$ cat config.mk
export PLATFORM = sky130hd
export DESIGN_NAME = multicycle_ctrl
export DESIGN_NICKNAME = d
export VERILOG_FILES = /design/src/rtl/mc_ctrl_pkg.sv /design/src/rtl/mc_wait_timer.sv /design/src/rtl/multicycle_ctrl.sv
export SDC_FILE = /design/constraint.sdc
export NUM_CORES = 1
export LEC_CHECK = 0
export BUFFER_PORTS_ARGS = -buffer_cell sky130_fd_sc_hd__buf_2
export CAP_MARGIN = 30
export CORE_MARGIN = 2
export CORE_UTILIZATION = 40
export CTS_BUF_LIST = sky130_fd_sc_hd__clkbuf_4 sky130_fd_sc_hd__clkbuf_8
export CTS_CLUSTER_DIAMETER = 120
export DETAILED_ROUTE_END_ITERATION = 8
export PLACE_DENSITY = 0.66
export SLEW_MARGIN = 40
export SYNTH_ARGS = -nofsm -noshare
export SYNTH_HDL_FRONTEND = slang
export SYNTH_SLANG_ARGS = --single-unit
$ cat constraint.sdc
create_clock -name clk -period 2.1 [get_ports clk]
set_input_delay 0.21 -clock clk [delete_from_list [all_inputs] [get_ports clk]]
set_output_delay 0.21 -clock clk [all_outputs]
set_load 0.01 [all_outputs]
$ cat src/rtl/mc_ctrl_pkg.sv
// Shared definitions for the multi-cycle control unit: FSM state encoding,
// RV32 opcode constants, ALU operation codes and datapath mux encodings.
package mc_ctrl_pkg;

    typedef enum logic [3:0] {
        ST_IDLE     = 4'd0,
        ST_FETCH    = 4'd1,
        ST_DECODE   = 4'd2,
        ST_EXEC_R   = 4'd3,
        ST_EXEC_I   = 4'd4,
        ST_MEM_ADDR = 4'd5,
        ST_MEM_RD   = 4'd6,
        ST_MEM_WR   = 4'd7,
        ST_WB_ALU   = 4'd8,
        ST_WB_MEM   = 4'd9,
        ST_BRANCH   = 4'd10,
        ST_JUMP     = 4'd11,
        ST_LUI      = 4'd12,
        ST_HALT     = 4'd13
    } state_t;

    // RV32 major opcodes
    localparam logic [6:0] OP_R      = 7'b0110011;
    localparam logic [6:0] OP_I      = 7'b0010011;
    localparam logic [6:0] OP_LOAD   = 7'b0000011;
    localparam logic [6:0] OP_STORE  = 7'b0100011;
    localparam logic [6:0] OP_BRANCH = 7'b1100011;
    localparam logic [6:0] OP_JAL    = 7'b1101111;
    localparam logic [6:0] OP_JALR   = 7'b1100111;
    localparam logic [6:0] OP_LUI    = 7'b0110111;

    // ALU operation codes
    localparam logic [3:0] ALU_ADD = 4'b0000;
    localparam logic [3:0] ALU_SUB = 4'b1000;

    // Register write-data select
    localparam logic [1:0] WD_ALU = 2'b00;
    localparam logic [1:0] WD_MEM = 2'b01;
    localparam logic [1:0] WD_IMM = 2'b10;
    localparam logic [1:0] WD_PC4 = 2'b11;

    // Next-PC select
    localparam logic [1:0] PC_PLUS4 = 2'b00;
    localparam logic [1:0] PC_IMM   = 2'b01;
    localparam logic [1:0] PC_ALU   = 2'b10;

    // True for every opcode the controller knows how to sequence
    function automatic logic is_known_op(input logic [6:0] op);
        logic known;
        case (op)
            OP_R, OP_I, OP_LOAD, OP_STORE,
            OP_BRANCH, OP_JAL, OP_JALR, OP_LUI: known = 1'b1;
            default:                            known = 1'b0;
        endcase
        return known;
    endfunction

    // States that wait on the memory handshake (and therefore on the timer)
    function automatic logic is_wait_state(input state_t s);
        logic w;
        case (s)
            ST_FETCH, ST_MEM_RD, ST_MEM_WR: w = 1'b1;
            default:                        w = 1'b0;
        endcase
        return w;
    endfunction

endpackage

$ cat src/rtl/mc_wait_timer.sv
// Memory wait timer. Counts consecutive cycles spent in a memory-wait state
// without mem_ready and flags a timeout on the MEM_TO-th such cycle.
// MEM_TO = 0 removes the counter entirely and never times out.
module mc_wait_timer #(
    parameter int MEM_TO = 16
) (
    input  logic clk,
    input  logic rst,
    input  logic active,
    input  logic clear,
    input  logic mem_ready,
    output logic timeout
);

    generate
        if (MEM_TO == 0) begin : g_off
            logic unused_s;
            assign unused_s = ^{clk, rst, active, clear, mem_ready};
            assign timeout  = 1'b0;
        end else begin : g_on
            localparam int CW = (MEM_TO > 1) ? $clog2(MEM_TO) : 1;
            localparam logic [CW-1:0] LAST = CW'(MEM_TO - 1);

            logic [CW-1:0] count_r;

            // Count stalled cycles; restart on state change, on handshake or outside wait states
            always_ff @(posedge clk or posedge rst) begin
                if (rst) begin
                    count_r <= {CW{1'b0}};
                end else if (clear || !active || mem_ready) begin
                    count_r <= {CW{1'b0}};
                end else if (count_r != LAST) begin
                    count_r <= count_r + CW'(1);
                end else begin
                    count_r <= count_r;
                end
            end

            // mem_ready in the final cycle wins over the timeout
            assign timeout = active && !mem_ready && (count_r == LAST);
        end
    endgenerate

endmodule

$ cat src/rtl/multicycle_ctrl.sv
// Multi-cycle RV32 control unit: sequences fetch/decode/execute/memory/
// write-back with a memory ready/request handshake, a memory-timeout halt
// and a retired-instruction counter.
// Build option: MULTICYCLE_CTRL_ILLEGAL_TRAP_EN makes unknown opcodes trap
// to HALT with the illegal flag set; otherwise they retire as NOPs.
module multicycle_ctrl
    import mc_ctrl_pkg::*;
#(
    parameter int CNT_W  = 32,
    parameter int MEM_TO = 16
) (
    input  logic             clk,
    input  logic             rst,
    input  logic [6:0]       opcode,
    input  logic [2:0]       funct3,
    input  logic [6:0]       funct7,
    input  logic             zf,
    input  logic             mem_ready,
    output logic [3:0]       alu_op,
    output logic             rs2_imm_s,
    output logic [1:0]       w_data_s,
    output logic [1:0]       pc_src,
    output logic             reg_write,
    output logic             ir_write,
    output logic             pc_write,
    output logic             mem_write,
    output logic             mem_req,
    output logic [CNT_W-1:0] instret,
    output logic             halted,
    output logic             illegal
);

    state_t           state_r;
    state_t           state_next_s;
    logic [CNT_W-1:0] instret_r;
    logic             halted_r;
    logic             illegal_r;
    logic             timeout_s;
    logic             wait_active_s;
    logic             state_change_s;
    logic             unused_s;

    // Only funct7[5] selects between ALU op variants
    assign unused_s = ^{funct7[6], funct7[4:0]};

    assign wait_active_s  = is_wait_state(state_r);
    assign state_change_s = (state_next_s != state_r);

    mc_wait_timer #(
        .MEM_TO (MEM_TO)
    ) u_wait_timer (
        .clk       (clk),
        .rst       (rst),
        .active    (wait_active_s),
        .clear     (state_change_s),
        .mem_ready (mem_ready),
        .timeout   (timeout_s)
    );

    // Next-state selection
    always_comb begin
        state_next_s = state_r;
        case (state_r)
            ST_IDLE: state_next_s = ST_FETCH;
            ST_FETCH: begin
                if (mem_ready) begin
                    state_next_s = ST_DECODE;
                end else if (timeout_s) begin
                    state_next_s = ST_HALT;
                end else begin
                    state_next_s = ST_FETCH;
                end
            end
            ST_DECODE: begin
                case (opcode)
                    OP_R:               state_next_s = ST_EXEC_R;
                    OP_I:               state_next_s = ST_EXEC_I;
                    OP_LOAD, OP_STORE:  state_next_s = ST_MEM_ADDR;
                    OP_BRANCH:          state_next_s = ST_BRANCH;
                    OP_JAL, OP_JALR:    state_next_s = ST_JUMP;
                    OP_LUI:             state_next_s = ST_LUI;
`ifdef MULTICYCLE_CTRL_ILLEGAL_TRAP_EN
                    default:            state_next_s = ST_HALT;
`else
                    default:            state_next_s = ST_FETCH;
`endif
                endcase
            end
            ST_EXEC_R, ST_EXEC_I: state_next_s = ST_WB_ALU;
            ST_MEM_ADDR: begin
                if (opcode == OP_LOAD) begin
                    state_next_s = ST_MEM_RD;
                end else begin
                    state_next_s = ST_MEM_WR;
                end
            end
            ST_MEM_RD: begin
                if (mem_ready) begin
                    state_next_s = ST_WB_MEM;
                end else if (timeout_s) begin
                    state_next_s = ST_HALT;
                end else begin
                    state_next_s = ST_MEM_RD;
                end
            end
            ST_MEM_WR: begin
                if (mem_ready) begin
                    state_next_s = ST_FETCH;
                end else if (timeout_s) begin
                    state_next_s = ST_HALT;
                end else begin
                    state_next_s = ST_MEM_WR;
                end
            end
            ST_WB_ALU, ST_WB_MEM, ST_BRANCH, ST_JUMP, ST_LUI: state_next_s = ST_FETCH;
            ST_HALT: state_next_s = ST_HALT;
            default: state_next_s = ST_IDLE;
        endcase
    end

    // State register, retired counter and sticky status flags
    always_ff @(posedge clk or posedge rst) begin
        if (rst) begin
            state_r   <= ST_IDLE;
            instret_r <= {CNT_W{1'b0}};
            halted_r  <= 1'b0;
            illegal_r <= 1'b0;
        end else begin
            state_r <= state_next_s;
            // An instruction retires whenever a real instruction hands back to FETCH
            if ((state_next_s == ST_FETCH) && (state_r != ST_IDLE) &&
                (state_r != ST_FETCH) && (state_r != ST_HALT)) begin
                instret_r <= instret_r + CNT_W'(1);
            end else begin
                instret_r <= instret_r;
            end
            if (state_next_s == ST_HALT) begin
                halted_r <= 1'b1;
            end else begin
                halted_r <= halted_r;
            end
`ifdef MULTICYCLE_CTRL_ILLEGAL_TRAP_EN
            if ((state_r == ST_DECODE) && !is_known_op(opcode)) begin
                illegal_r <= 1'b1;
            end else begin
                illegal_r <= illegal_r;
            end
`else
            illegal_r <= 1'b0;
`endif
        end
    end

    // Datapath enables decoded from the registered state
    always_comb begin
        alu_op    = ALU_ADD;
        rs2_imm_s = 1'b0;
        w_data_s  = WD_ALU;
        pc_src    = PC_PLUS4;
        reg_write = 1'b0;
        ir_write  = 1'b0;
        pc_write  = 1'b0;
        mem_write = 1'b0;
        mem_req   = 1'b0;
        case (state_r)
            ST_FETCH: begin
                mem_req  = 1'b1;
                ir_write = mem_ready;
                pc_write = mem_ready;
                pc_src   = PC_PLUS4;
            end
            ST_EXEC_R: begin
                alu_op    = {funct7[5], funct3};
                rs2_imm_s = 1'b0;
            end
            ST_EXEC_I: begin
                alu_op    = {(funct3 == 3'b101) ? funct7[5] : 1'b0, funct3};
                rs2_imm_s = 1'b1;
            end
            ST_MEM_ADDR: begin
                alu_op    = ALU_ADD;
                rs2_imm_s = 1'b1;
            end
            ST_MEM_RD: begin
                mem_req = 1'b1;
            end
            ST_MEM_WR: begin
                mem_req   = 1'b1;
                mem_write = 1'b1;
            end
            ST_WB_ALU: begin
                reg_write = 1'b1;
                w_data_s  = WD_ALU;
            end
            ST_WB_MEM: begin
                reg_write = 1'b1;
                w_data_s  = WD_MEM;
            end
            ST_BRANCH: begin
                alu_op    = ALU_SUB;
                rs2_imm_s = 1'b0;
                pc_write  = zf ^ funct3[0];
                pc_src    = PC_IMM;
            end
            ST_JUMP: begin
                reg_write = 1'b1;
                w_data_s  = WD_PC4;
                pc_write  = 1'b1;
                if (opcode == OP_JALR) begin
                    pc_src    = PC_ALU;
                    alu_op    = ALU_ADD;
                    rs2_imm_s = 1'b1;
                end else begin
                    pc_src    = PC_IMM;
                end
            end
            ST_LUI: begin
                reg_write = 1'b1;
                w_data_s  = WD_IMM;
            end
            default: begin
                alu_op = ALU_ADD;
            end
        endcase
    end

    assign instret = instret_r;
    assign halted  = halted_r;
    assign illegal = illegal_r;

endmodule

==> metrics.txt, run 1 <==
Max rail drop VDD 0.704 mV; Antenna Cells 0; reg2reg start state_r[3]$_DFF_PP0_; vias per cell 5.41; vias in the first global route 2466; CTS Buffer Depth 2; GRT overflow 0; I/O Buffers 61; I/O Pins 69; syn avg cell area 8.98 um2; final setup vio count 34; filler cell count 518; row cnt 28; Detailed Route WL 7120 um; ys flop type dfrtp_1; Pwr Density 929 nW/um2; hold path startpoint mem_ready; worst clock skew 0.00919 ns; Crit Path Category register to register; max incr delay on CP 0.43 ns; routed via count 2559; CTS Buf Count 5; DRT iter0 DRCs 127; critical path data arrival time 2.40 ns; Slew Limit Fails 0; sequential-to-total area share from yosys stat 40.5%; FMAX 449 MHz; cell type with the highest aggregate area in the netlist dfrtp_1; Worst-Skew Late Latency 0.30 ns; Leak Pwr 0.00190 uW; CTS tree done; Reg2Reg Setup Slack -0.13 ns; CP max FO 13; max_slew headroom 57.8%; clock-pin slew on the worst setup and hold paths 0.09 ns; crit share post-route 106%; largest delay contributor family on the critical path simple AND/OR/NAND/NOR gates; Fin. Hold Viols 0; clk sinks 41; status finished with violations; largest net degree at the start of global routing 27; detailed placement HPWL 5020 um; final setup margin -0.125 ns; top cells by area, synth dfrtp_1, xor2_1, nor4_1, nor3_1, nand3_1; initial antenna violation count 0; Synth Instances 282; Residual DRC 0; Final TNS setup -2.96 ns; Yosys warnings 0; Core ar. 6030 um2; Top cell by count, worst path buf_6; Final #Nets 420; fin util 61.2%; final hold slack 0.411 ns; post-route ant nets 0; worst-path cell chain buf_6, nor4b_4, nand4_1, o32a_1, o41ai_4, buf_6, clkbuf_16, nor3_1, xor2_1; Synth top area share 40.5%; die height 83.6 um; GR Util All Layers 19.7%; max_cap viols 0; Critical Path Source state_r[3]$_DFF_PP0_; Hold Path Class input pin to register; Initial Util 42.0%; worst slew pin tran 0.629 ns; #FFs+latches synth 41; die width 83.6 um; Die ar. 6980 um2; RSZ-0062 raised after global routing yes; Syn Nets 305; htree depth 2; Crit-path slowest cell o32a_1; CP Capture Type register; crit path launch type register; first-pass GRT wire length 11500 um; DRT Pass-1 Iters 4; Worst EP required 2.28 ns; EDFF count, synth 0; synthesized cell area 2530 um2; CP bufs+invs 3; root buf cell clkbuf_8; failing checks negative setup slack; fraction of layout cells with a size suffix above 1 42.2%; WL/cell 15.1 um; GP Congestion 0.843; asr flop ratio synth 100%; area grow syn2layout 45.7%; Power, Total 3430 uW; Netlist cell types 51; minimum clock period 2.23 ns
Yosys cell counts (3+ instances only):
library cell / n
buf_2: 4
clkbuf_1: 10
nand4_1: 11
nor4_1: 16
dfrtp_1: 41
and2_1: 6
nor2b_1: 5
and4_1: 4
xor2_1: 28
xnor2_1: 5
a21oi_1: 7
o21ai_0: 6
nand3_1: 18
nand4b_1: 5
and3_1: 9
inv_1: 13
nand2_1: 13
nor2_1: 17
nor3b_1: 3
nand2b_1: 4
nor3_1: 19
timing repair:
item,in CTS,in global routing
endpoints found under the setup margin,35,40
setup buffers,2,4
pin swaps,2,9
gates cloned,0,1
endpoints found under the hold margin,0,16
hold buffers,0,1
resized for setup,18,21
metrics by stage:
stage	worst slack (ns)	cells	cell area, um2
global route	-0.211	473	3690
detailed placement	-0.205	457	3300
floorplan	-0.0139	282	2550
CTS	-0.104	467	3520
finish	-0.125	473	3690
global placement	-0.157	457	3300
final cells by class:
type | instances | area, um2 | share of cell area (%)
well taps | 75 | 93.8 | 2.54
inverters | 13 | 48.8 | 1.32
repair buffers | 125 | 837 | 22.7
flip-flops and latches | 41 | 1030 | 27.8
multi-input cells | 211 | 1570 | 42.5
clock inverters | 3 | 46.3 | 1.25
clock buffers | 5 | 68.8 | 1.87
report_power, final:
group / switching, uW / internal [uW] / leakage (uW)
Clock: 287 / 356 / 0.0000543
Combinational: 968 / 842 / 0.00130
Sequential: 98.2 / 878 / 0.000547
worst paths after layout:
kind | to | cells past startpoint
max in group asynchronous | state_r[3]$_DFF_PP0_ | 4
hold reg to reg | instret[17]$_DFFE_PP0P_ | 1
hold / removal | u_wait_timer.g_on.count_r[1]$_DFFE_PP0P_ | 4
setup reg to reg | instret[9]$_DFFE_PP0P_ | 9
setup / recovery | instret[9]$_DFFE_PP0P_ | 9
min in group asynchronous | instret[22]$_DFFE_PP0P_ | 3
routing by layer:
layer | vias to the layer above | GRT usage, % | share of wire (%) | wire length, um
met1 | 1208 | 25.7 | 46 | 3240
met5 | - | 0 | 0 | 0
met2 | 79 | 33.0 | 47 | 3370
met4 | 0 | 6.74 | 1.8 | 130
met3 | 14 | 3.46 | 5.3 | 378
li1 | 1258 | - | - | -
kinds of logic after synthesis:
kind of cell | count (synthesis) | share of synthesized area [%]
simple gates | 142 | 32.1
flops | 41 | 40.5
xor+xnor | 33 | 11.4
compound gates | 31 | 8.80
buf+inv | 30 | 5.24
fa+ha+maj | 2 | 0.988
mux | 2 | 0.840
other cells | 1 | 0.148
cell usage in the layout (no fill, tap or decap), types with 7 or more instances in the layout:
cell type  netlist  final
and3_1           9      8
buf_2            4     61
buf_4            2     56
dfrtp_1         41     40
inv_1           13     12
nand2_1         13     13
nand3_1         18     18
nand4_1         11     11
nor2_1          17     16
nor3_1          19     12
nor3_2           0      7
nor4_2           0     10
xor2_1          28     28
sequential cells by signal, indices dropped and copies added (netlist names):
register,flops
state_r,4
u_wait_timer.g_on.count_r,4
instret,32
halted,1
worst min-delay path, cell delays in order:
cell and delay [ns]:
buf_2 0.18, nor2_1 0.06, nand4_1 0.17, nor2_2 0.05
Note: power is estimated with default switching activity, not from simulation.
==> run 2, diff against run 1 <==
==> constraint.sdc (replaced) <==
create_clock -name clk -period 2.1 [get_ports clk]
set_input_delay 0.21 -clock clk [delete_from_list [all_inputs] [get_ports clk]]
set_output_delay 0.21 -clock clk [all_outputs]
set_load 0.05 [all_outputs]
==> run 2 against run 1 <==
The run still ends with negative setup slack left. Hold slack worse by 0.39 ns. Global-route usage grew 0.73 points. Sequential cell count stayed put. Final cell count shrank 0.63%. Die area is the same.
==> metrics.txt, run 2 (synthesis gave the netlist of run 1 again) <==
status finished with violations; failing checks negative setup slack; root buf cell clkbuf_8; post-route cell area 3800 um2 (+3.0%); max FFs per register 32 (unchanged); htree depth 2 (unchanged); CP bufs+invs 1 (-2); worst-path cell chain ha_2, and3_4, nor3_1, nor3_2, o41ai_4, buf_12, nor4_1, xor2_1; GR Util All Layers 20.4% (+0.73 points); Initial Util 42.0% (unchanged); Crit Path Category register to register; Max rail drop VDD 0.793 mV (+13%); row cnt 28 (unchanged); fin util 63.1% (+1.8 points); Worst-Skew Late Latency 0.29 ns (about the same); I/O Pins 69 (unchanged); CTS Buffer Depth 2 (unchanged); Antenna Cells 0 (unchanged); Crit-path slowest cell o41ai_4; area grow syn2layout 50.1%; crit path launch type register; initial antenna violation count 0 (unchanged); Pwr Density 1010 nW/um2 (+8.5%); CP max FO 26 (+13); Detailed Route WL 7100 um (-0.25%); vias per cell 5.48 (+1.3%); DP Area 3330 um2 (+0.83%); DRT iter0 DRCs 101 (-20%); DRT Pass-1 Iters 4 (unchanged); critical path data arrival time 2.38 ns (-0.02 ns); minimum clock period 2.22 ns (-0.00366 ns); WL/cell 15.1 um (+0.38%); Fin. Hold Viols 0 (unchanged); CP Capture Type register; post-route ant nets 0 (unchanged); largest net degree at the start of global routing 42 (+56%); CTS Buf Count 5 (unchanged); Final #Nets 418 (-0.48%); die height 83.6 um (unchanged); commonest non-fill, non-tap cells in the layout buf_2, buf_4, dfrtp_1; worst slew pin tran 0.520 ns (-0.109 ns); worst clock skew 0.0146 ns (+0.00540 ns); RSZ-0062 raised after global routing yes; Residual DRC 0 (unchanged); Leak Pwr 0.00191 uW (+0.68%); GRT overflow 0 (unchanged); I/O Buffers 61 (unchanged); GP Congestion 0.830 (-1.5%); crit share post-route 106% (-0.17 points); fraction of layout cells with a size suffix above 1 46.3% (+4.1 points); CTS tree done; vias in the first global route 2492 (+1.1%); routed via count 2576 (+0.66%); Core ar. 6030 um2 (unchanged); first-pass GRT wire length 11900 um (+4.1%); Worst EP required 2.26 ns (-0.02 ns); filler cell count 521 (+0.58%); final setup margin -0.122 ns (+0.00366 ns); Slew Limit Fails 0 (unchanged); Hold Path Class input pin to async pin; max_cap viols 0 (unchanged); commonest non-fill, non-tap cell in the layout buf_2; final hold slack 0.0240 ns (-0.387 ns); Die ar. 6980 um2 (unchanged); clock-pin slew on the worst setup and hold paths 0.08 ns (about the same); max incr delay on CP 0.47 ns (+0.04 ns); final setup vio count 35 (+2.9%); detailed placement HPWL 4770 um (-4.9%); max_slew headroom 65.3% (+7.5 points); largest delay contributor family on the critical path simple AND/OR/NAND/NOR gates; die width 83.6 um (unchanged); Reg2Reg Setup Slack -0.12 ns (about the same); FMAX 450 MHz (+0.16%); pre-CTS setup slack -0.221 ns (-0.0160 ns); clk sinks 41 (unchanged)
-- run 2: tightest hold or removal path, stage by stage --
cell,delay [ns]
buf_2,0.09
inv_1,0.04
buf_4,0.43
-- run 2: repair_timing --
action / 4_1_cts / 5_1_grt
gates cloned: 1 / 0
pin swaps: 11 / 12
hold buffers: 0 / 0
buffers inserted: 9 / 0
endpoints found under the setup margin: 37 / 43
gates resized for setup: 29 / 34
-- run 2: power breakdown --
| group | internal (uW) | switching (uW) |
|---|---|---|
| registers | 878 | 87.9 |
| clock network | 346 | 260 |
| logic | 884 | 1380 |
| total | 2110 | 1720 |
-- run 2: area by class of cell --
| cell class | instances | area [um2] | area share, % |
|---|---|---|---|
| Multi-Input combinational cell | 211 | 1640 | 43.3 |
| Sequential cell | 41 | 1040 | 27.4 |
| Timing Repair Buffer | 123 | 871 | 22.9 |
| Tap cell | 75 | 93.8 | 2.47 |
| Clock buffer | 5 | 68.8 | 1.81 |
| Inverter | 13 | 48.8 | 1.28 |
| Clock inverter | 2 | 35.0 | 0.922 |
-- run 2: final timing paths --
path / from / end / depth (start not counted)
min in group clk: mem_ready / u_wait_timer.g_on.count_r[2]$_DFFE_PP0P_ / 4
max in group asynchronous: rst / state_r[2]$_DFF_PP0_ / 3
worst max register to register: u_wait_timer.g_on.count_r[0]$_DFFE_PP0P_ / instret[16]$_DFFE_PP0P_ / 8
worst min register to register: instret[11]$_DFFE_PP0P_ / instret[11]$_DFFE_PP0P_ / 1
worst min-delay path: rst / instret[22]$_DFFE_PP0P_ / 3
worst max-delay path: u_wait_timer.g_on.count_r[0]$_DFFE_PP0P_ / instret[16]$_DFFE_PP0P_ / 8
-- run 2: per-layer routing --
metal / up-vias / wire length (um) / global-route usage (%)
met5: - / 0 / 0
met4: 0 / 48 / 3.67
met3: 5 / 278 / 2.67
met2: 74 / 3560 / 34.7
met1: 1253 / 3220 / 28.2
li1: 1244 / - / -
-- run 2: per-stage QoR --
stage | TNS [ns] | total power, uW | instances
5_1_grt | -6.13 | 4060 | 470
6_report | -2.62 | 3830 | 470
3_5_place_dp | -4.10 | 2870 | 454
2_1_floorplan | -0.300 | 2180 | 282
4_1_cts | -1.05 | 3700 | 471
3_3_place_gp | -3.59 | 2840 | 454
==> run 3, diff against run 2 <==
RECOVER_POWER = 25   (was default)
==> run 3 against run 2 <==
The flow still finishes with violations (negative setup slack). Non-clock buffer count is the same. Clock power about the same. Critical path depth is the same. Sequential cell count stayed put. Critical endpoint unchanged. Largest power group unchanged. Largest cell class unchanged. Core utilization is essentially flat.
==> metrics.txt, run 3 (synthesis gave the netlist of run 1 again) <==
status finished with violations; failing checks negative setup slack; row cnt 28 (unchanged); RSZ-0062 raised after global routing yes; Pwr Density 1010 nW/um2 (about the same); Worst EP required 2.26 ns (about the same); CP Capture Type register; CTS Buffer Depth 2 (unchanged); Slew Limit Fails 0 (unchanged); Core ar. 6030 um2 (unchanged); crit share post-route 106% (about the same); initial antenna violation count 0 (unchanged); GRT overflow 0 (unchanged); DRT Pass-1 Iters 4 (unchanged); minimum clock period 2.22 ns (+0.000105 ns); grt met3 use 2.67% (unchanged); Logic pwr share 59.0% (about the same); largest delay contributor family on the critical path simple AND/OR/NAND/NOR gates; commonest non-fill, non-tap cell in the layout buf_2; GP Congestion 0.830 (unchanged); DRT iter0 DRCs 101 (unchanged); first-pass GRT wire length 11900 um (unchanged); worst slew pin tran 1.01 ns (+0.491 ns); Hold Path Class input pin to async pin; Final TNS setup -2.62 ns (-0.00721 ns); final hold slack 0.217 ns (+0.193 ns); die width 83.6 um (unchanged); max_cap viols 0 (unchanged); post-route cell area 3800 um2 (about the same); Crit Path Category register to register; die height 83.6 um (unchanged); worst-path cell chain ha_2, and3_4, nor3_1, nor3_2, o41ai_4, buf_12, nor4_1, xor2_1; CP max FO 26 (unchanged); final setup vio count 35 (unchanged); CTS tree done; vias in the first global route 2492 (unchanged); max_slew headroom 32.6% (-33 points); R2R depth 8 (unchanged); htree depth 2 (unchanged); largest net degree at the start of global routing 42 (unchanged); CP bufs+invs 1 (unchanged); I/O Buffers 61 (unchanged); area grow syn2layout 50.0% (about the same); Initial Util 42.0% (unchanged); met2 GRT Util 34.7% (unchanged); critical path data arrival time 2.38 ns (about the same); commonest non-fill, non-tap cells in the layout buf_2, buf_4, dfrtp_1; worst clock skew 0.0146 ns (unchanged); Worst-Skew Late Latency 0.29 ns (about the same); Clk network pwr share 15.8% (about the same); Detailed Route WL 7100 um (about the same); detailed placement HPWL 4770 um (unchanged); DP Area 3330 um2 (unchanged); internal power 2110 uW (about the same); Leak Pwr 0.00191 uW (about the same); clk sinks 41 (unchanged); WL/cell 15.1 um (about the same); FMAX 450 MHz (about the same); vias per cell 5.48 (about the same); net load switching power 1720 uW (about the same); Most Crowded Layer GR met2; fraction of layout cells with a size suffix above 1 46.3% (unchanged); GR Util All Layers 20.4% (unchanged); Max rail drop VDD 0.793 mV (about the same); CTS Buf Count 5 (unchanged); Die ar. 6980 um2 (unchanged); Fin. Hold Viols 0 (unchanged); crit path launch type register; Crit-path slowest cell o41ai_4; I/O Pins 69 (unchanged); Final #Nets 418 (unchanged); Sw Share 45.0% (about the same); Sequential Power Share 25.2% (about the same); root buf cell clkbuf_8; Antenna Cells 0 (unchanged); max incr delay on CP 0.47 ns (about the same); max FFs per register 32 (unchanged); Levels on crit path 8 (unchanged); clock-pin slew on the worst setup and hold paths 0.08 ns (about the same); Residual DRC 0 (unchanged); final setup margin -0.122 ns (-0.000105 ns); routed via count 2574 (-0.078%); met1 Use GR 28.2% (unchanged); post-route ant nets 0 (unchanged)
[run 3: cell count changes in the layout (fill, tap and decap cells not counted), sizes merged]
| cell | previous run | this run |
|---|---|---|
| clkbuf | 5 | 6 |
| buf | 122 | 121 |
[run 3: metal layers]
layer / wire length, um / vias to the layer above
li1: - / 1244
met1: 3210 / 1248
met2: 3560 / 77
met3: 282 / 5
met4: 48 / 0
met5: 0 / -
[run 3: power by group through the flow]
stage | clock network (uW) | registers, uW | logic, uW
3_5_place_dp | 0 | 980 | 1890
6_report | 605 | 966 | 2260
3_3_place_gp | 0 | 979 | 1860
4_1_cts | 627 | 960 | 2120
2_1_floorplan | 0 | 1140 | 1040
5_1_grt | 658 | 981 | 2420
[run 3: final cells by class]
cell class              count  area, um2
repair buffers            123        868
clock buffers               5       68.8
fillers                   520       2230
well taps                  75       93.8
flip-flops and latches     41       1040
clock inverters             2       35.0
multi-input cells         211       1640
inverters                  13       48.8
[run 3: final timing paths]
path	start	end	slack [ns]
min	rst	instret[22]$_DFFE_PP0P_	0.22
max in group asynchronous	rst	state_r[2]$_DFF_PP0_	1.18
min reg2reg	instret[11]$_DFFE_PP0P_	instret[11]$_DFFE_PP0P_	0.47
min in group clk	mem_ready	u_wait_timer.g_on.count_r[2]$_DFFE_PP0P_	0.40
max	u_wait_timer.g_on.count_r[0]$_DFFE_PP0P_	instret[16]$_DFFE_PP0P_	-0.12
max reg2reg	u_wait_timer.g_on.count_r[0]$_DFFE_PP0P_	instret[16]$_DFFE_PP0P_	-0.12
[run 3: what timing repair did]
action | CTS | global route
cloned | 1 | 0
endpoints found under the setup margin | 37 | 43
pin swaps | 11 | 12
buffers inserted | 9 | 0
hold buffers | 0 | 0
resized for setup | 29 | 34
[run 3: stage by stage]
step | util [%] | setup WS (ns) | instances | total power [uW]
2_1_floorplan | - | -0.0743 | 282 | 2180
3_3_place_gp | 55.3 | -0.158 | 454 | 2840
3_5_place_dp | 55.3 | -0.221 | 454 | 2870
4_1_cts | 60.9 | -0.0503 | 471 | 3700
5_1_grt | 63.0 | -0.197 | 470 | 4060
6_report | 63.0 | -0.122 | 470 | 3830
[run 3: worst register-to-register path, stage by stage, from the launching register on]
cell	delay (ns)
dfrtp_1	0.40
ha_2	0.21
and3_4	0.16
nor3_1	0.22
nor3_2	0.12
o41ai_4	0.48
buf_12	0.25
nor4_1	0.11
xor2_1	0.15
